**src/rtl/aes_serial_if.sv**
```systemverilog
// Serial front end for a 128-bit block cipher core: beat-wise key/data loading,
// start/timeout sequencing and overlapped result unloading.
module aes_serial_if #(
  parameter int unsigned DW      = 8,
  parameter int unsigned TIMEOUT = 64
) (
  input  logic          clk,
  input  logic          rst,
  input  logic          loadkey,
  input  logic          load_shift,
  input  logic          staenc,
  input  logic          stadec,
  input  logic [1:0]    keylen,
  input  logic [DW-1:0] din,
  output logic [DW-1:0] dout,
  output logic          core_start,
  output logic          core_dec,
  output logic [255:0]  core_key,
  output logic [127:0]  core_blk,
  input  logic          core_done,
  input  logic [127:0]  core_result,
  output logic          key_valid,
  output logic          busy,
  output logic          out_valid,
  output logic          err
);

  localparam int unsigned NB   = 128 / DW;
  localparam int unsigned KMAX = 256 / DW;
  localparam int unsigned KCW  = $clog2(KMAX + 1);
  localparam int unsigned DCW  = $clog2(NB + 1);
  localparam int unsigned TCW  = $clog2(TIMEOUT + 1);

  typedef enum logic {IDLE, RUN} state_t;

  state_t         state, state_d;
  logic [127:0]   sreg;
  logic [255:0]   kreg;
  logic [1:0]     klen_q;
  logic [KCW-1:0] key_cnt, kbeats;
  logic [DCW-1:0] data_cnt, out_cnt;
  logic [TCW-1:0] tcnt;
  logic           start_q, dec_q, err_q;

  logic load_blocked, key_beat, data_beat, key_sample, key_bad;
  logic start_ok, start_bad, run_tout, err_d;

  always_comb begin
    kbeats = KCW'(128 / DW);
    case (klen_q)
      2'b01:   kbeats = KCW'(192 / DW);
      2'b10:   kbeats = KCW'(256 / DW);
      default: kbeats = KCW'(128 / DW);
    endcase
  end

  assign key_valid = (key_cnt == kbeats);

  // Loads are refused while a block is with the core and also on the cycle a
  // start is accepted, so the key and block handed over cannot shift under it.
  always_comb begin
    start_ok     = (state == IDLE) && (staenc ^ stadec) && key_valid &&
                   (data_cnt == DCW'(NB));
    start_bad    = (staenc | stadec) && !start_ok;
    load_blocked = (state == RUN) || start_ok;
    key_beat     = loadkey && !load_shift && !load_blocked;
    data_beat    = load_shift && !loadkey && !load_blocked;
    key_sample   = key_beat && ((key_cnt == '0) || key_valid);
    key_bad      = key_sample && (keylen == 2'b11);
    run_tout     = (state == RUN) && !core_done && (tcnt == TCW'(TIMEOUT - 1));
    err_d        = (loadkey & load_shift) | ((loadkey | load_shift) & load_blocked) |
                   key_bad | start_bad | run_tout;
  end

  always_comb begin
    state_d = state;
    case (state)
      IDLE:    if (start_ok) state_d = RUN;
      RUN:     if (core_done || run_tout) state_d = IDLE;
      default: state_d = IDLE;
    endcase
  end

  always_ff @(posedge clk or posedge rst) begin
    if (rst) state <= IDLE;
    else     state <= state_d;
  end

  always_ff @(posedge clk or posedge rst) begin
    if (rst) begin
      sreg     <= '0;
      kreg     <= '0;
      klen_q   <= '0;
      key_cnt  <= '0;
      data_cnt <= '0;
      out_cnt  <= '0;
      tcnt     <= '0;
      start_q  <= 1'b0;
      dec_q    <= 1'b0;
      err_q    <= 1'b0;
    end else begin
      start_q <= start_ok;
      err_q   <= err_d;

      if (key_beat) begin
        if (key_sample) begin
          if (!key_bad) begin
            kreg    <= {din, kreg[255:DW]};
            klen_q  <= keylen;
            key_cnt <= KCW'(1);
          end
        end else begin
          kreg    <= {din, kreg[255:DW]};
          key_cnt <= key_cnt + KCW'(1);
        end
      end

      if (data_beat) begin
        sreg <= {din, sreg[127:DW]};
        if (data_cnt != DCW'(NB)) data_cnt <= data_cnt + DCW'(1);
        if (out_cnt != '0)        out_cnt  <= out_cnt - DCW'(1);
      end

      if (start_ok) begin
        dec_q    <= stadec;
        data_cnt <= '0;
        tcnt     <= '0;
      end

      if (state == RUN) begin
        tcnt <= tcnt + TCW'(1);
        if (core_done) begin
          sreg     <= core_result;
          out_cnt  <= DCW'(NB);
          data_cnt <= '0;
        end else if (run_tout) begin
          out_cnt <= '0;
        end
      end
    end
  end

  always_comb begin
    core_key = '0;
    case (klen_q)
      2'b01:   core_key = {64'd0, kreg[255:64]};
      2'b10:   core_key = kreg;
      default: core_key = {128'd0, kreg[255:128]};
    endcase
  end

  assign core_blk   = sreg;
  assign dout       = sreg[DW-1:0];
  assign core_start = start_q;
  assign core_dec   = dec_q;
  assign err        = err_q;
  assign busy       = (state == RUN);
  assign out_valid  = (out_cnt != '0);

endmodule

```
**config.mk**
```make
export PLATFORM = sky130hd
export DESIGN_NAME = aes_serial_if
export DESIGN_NICKNAME = d
export VERILOG_FILES = /design/src/rtl/aes_serial_if.sv
export SDC_FILE = /design/constraint.sdc
export NUM_CORES = 1
export LEC_CHECK = 0
export BUFFER_PORTS_ARGS = -buffer_cell sky130_fd_sc_hd__buf_2
export CAP_MARGIN = 10
export CORE_MARGIN = 4
export CORE_UTILIZATION = 30
export CTS_CLUSTER_SIZE = 40
export DETAILED_ROUTE_END_ITERATION = 10
export SETUP_SLACK_MARGIN = 0.2
export SLEW_MARGIN = 20
export SYNTH_ARGS = -nofsm -noshare
export SYNTH_HDL_FRONTEND = slang
export SYNTH_SLANG_ARGS = --single-unit
export TNS_END_PERCENT = 10
```
**constraint.sdc**
```tcl
create_clock -name clk -period 28.8 [get_ports clk]
set_input_delay 1.44 -clock clk [delete_from_list [all_inputs] [get_ports clk]]
set_output_delay 1.44 -clock clk [all_outputs]
set_load 0.1 [all_outputs]
```
==> summary.md <==
| Metric | Value |
|---|---|
| Outcome | completed |
| Worst Path Required | 27.36 ns |
| Final net count | 2438 |
| Setup violations, final | 0 |
| Syn Inst Count | 1852 |
| Largest net degree at the start of global routing | 282 |
| Max_cap viols | 0 |
| Top_reg_cell synth | dfrtp_1 |
| Clk_lat worst skew | 0.59 ns |
| Sequential area share after synthesis | 0.506 |
| Hpwl dp | 56800 um |
| # resized after CTS | 0 |
| H-tree levels | 2 |
| Largest area contributor in the netlist | dfrtp_1 |
| Worst path top cell family by delay | buffers and inverters |
| Root Driver | clkbuf_16 |
| EDFF count, synth | 0 |
| Library cells used by synthesis | 49 |
| First-pass GRT wire length | 116000 um |
| Pre-CTS worst setup slack | 24.03 ns |
| Slew HR | 0.245 |
| Initial Util | 0.304 |
| Max Fclk | 185 MHz |
| Vias per cell | 5.49 |
| Area Growth Syn to Fin | 23.8% |
| Post-route setup slack | 23.39 ns |
| Final WL | 79500 um |
| RD Place Congestion | 0.884 |
| Die Area | 72300 sq um |
| Worst reg2reg setup slack | 25.22 ns |
| Asr flop ratio synth | 1.00 |
| Avg Inst Size Synth | 11.0 sq um |
| CTS max path bufs | 3 |
| Worst hold start | kreg[7]$_DFFE_PP0P_ |
| Hold buffers post-CTS | 0 |
| Seq cells post-synth | 413 |
| Max incr delay on CP | 0.73 ns |
| Clock slew at reported path FFs | 0.06 ns |
| CTS tree | yes |
| Clock sinks | 413 |
| CP bufs+invs | 4 |
| Worst r2r src | klen_q[0]$_DFFE_PP0P_ |
| Hold Path Class | register to register |
| Final Hold Vio Count | 0 |
| Critical Path Sink Type | output pin |
| Drt first pass iters | 5 |
| Crit path top cell by count | buf_4 |
| Crit Path Category | register to output pin |
| Initial DRC count | 1556 |
| Hold path cells | 1 |
| CORE AREA | 67300 sq um |
| Setup TNS | 0 ns |
| Num CTS Buffers | 49 |
| Setup Buffers After CTS | 0 |
| RSZ-0062 raised after global routing | false |
| Syn nets | 2007 |
| Critical R2R Capture | kreg[36]$_DFFE_PP0P_ |
| Grt ovf | 0 |
| Hold Path End | kreg[7]$_DFFE_PP0P_ |
| Most common cell in the netlist | dfrtp_1 |
| I/O pin total | 543 |
| Top cells by area, synth | dfrtp_1 51%, mux2_1 9.0%, a22oi_1 7.1% |
| Port Buf Inserts | 542 |
| CP max-delay cell | buf_4 |
| Largest fanout on the critical path | 85 |
| Synthesis Warnings | 0 |
| Yosys top cell area share | 0.506 |
| Mapped cell area | 20400 sq um |
| Post-synth top cells | 413 x dfrtp_1, 192 x a22oi_1, 178 x nand2_1 |
| Routed wire per std cell | 24.9 um |
| Layout cells sized above 1 | 0.322 |
| Chip height | 269 um |
| Rows | 95 |
| Post-route ant nets | 0 |
| Final max-slew violation count | 0 |
| Crit path cell chain | inv_1 -> ha_4 -> buf_4 -> buf_4 -> a22oi_1 -> o21ai_0 -> buf_2 |
| Clk_skew | 0.0229 ns |
| Worst Tran Pin Value | 1.13 ns |
| Final min period | 5.41 ns |
| FF-to-FF path depth | 8 |
| DRC | 0 |
| Initial antenna violation count | 11 |
| Global Route Usage Sum | 0.209 |
| Die width | 269 um |
| Arr. time, crit path | 3.97 ns |
| Fin crit share | 0.188 |
| Startpoint types | register |
| Routed via count | 17500 |
| Number of global-route vias before repair | 17400 |
-- sequential cells by signal, indices dropped and copies added (netlist names) --
name and cells:
core_start 1, data_cnt 5, err 1, klen_q 2, out_cnt 5, busy 1
kreg 256, core_blk 128, core_dec 1, key_cnt 6, tcnt 7
-- placed cells by master (no fill, tap or decap), types with 10 or more instances in the layout --
master / n
mux2_2: 93
buf_4: 16
nor2_1: 79
mux2_1: 163
inv_1: 12
nand2_1: 177
and3_1: 120
o21ai_0: 142
nand3_1: 21
clkbuf_8: 10
buf_2: 542
dfrtp_1: 413
a22oi_1: 192
clkbuf_16: 50
a221o_1: 120
and2_1: 64
clkbuf_1: 13
-- final cells by class --
class,instances,area (sq um)
inverters,13,56.3
well taps,873,1090
clock inverters,16,221
diodes,3,7.51
flip-flops and latches,413,10300
fillers,6650,42000
repair buffers,564,2980
clock buffers,73,1440
multi-input cells,1242,9150
-- per-stage QoR --
stage | hold slack, ns | area, sq um | cells | util
after detailed placement | 0.476 | 23500 | 3101 | 0.349
after CTS | 0.485 | 25200 | 3190 | 0.374
final | 0.491 | 25300 | 3197 | 0.376
after floorplan | 0.444 | 20400 | 1852 | -
after global routing | 0.502 | 25300 | 3196 | 0.376
after global placement | 0.461 | 23500 | 3101 | 0.349
-- cell families after synthesis --
logic type | synth area share
simple gates | 0.118
compound gates | 0.173
flops | 0.506
mux | 0.143
buf+inv | 0.0494
fa+ha+maj | 0.00613
xor+xnor | 0.00386
-- worst reg2reg max path: cells and delay by family (launching register included) --
family	cells	cell delay, ns
buffers and inverters	3	1.20
muxes	1	0.58
adders and majority gates	1	0.48
DFF	1	0.40
AOI/OAI and AO/OA	1	0.38
and+or+nand+nor	1	0.28
xor gates and xnor gates	1	0.15
-- worst max path at each step --
stage,cells past startpoint,to,from
6_report,7,core_key[32],klen_q[0]$_DFFE_PP0P_
5_1_grt,7,core_key[32],klen_q[0]$_DFFE_PP0P_
4_1_cts,7,core_key[124],klen_q[0]$_DFFE_PP0P_
3_5_place_dp,7,core_key[32],klen_q[0]$_DFFE_PP0P_
3_3_place_gp,7,core_key[32],klen_q[0]$_DFFE_PP0P_
2_1_floorplan,1,busy$_DFF_PP0_,rst
-- layer usage --
| metal | vias to the layer above | track usage | wire length, um |
|---|---|---|---|
| met3 | 159 | 0.0471 | 6170 |
| li1 | 7732 | - | - |
| met4 | 2 | 0.0788 | 3210 |
| met5 | - | 0 | 12 |
| met2 | 804 | 0.336 | 36700 |
| met1 | 8844 | 0.277 | 33400 |
Power is left out: the tool's default activity adds up to more than one toggle a clock period on the data nets, which glitch-free logic cannot reach.
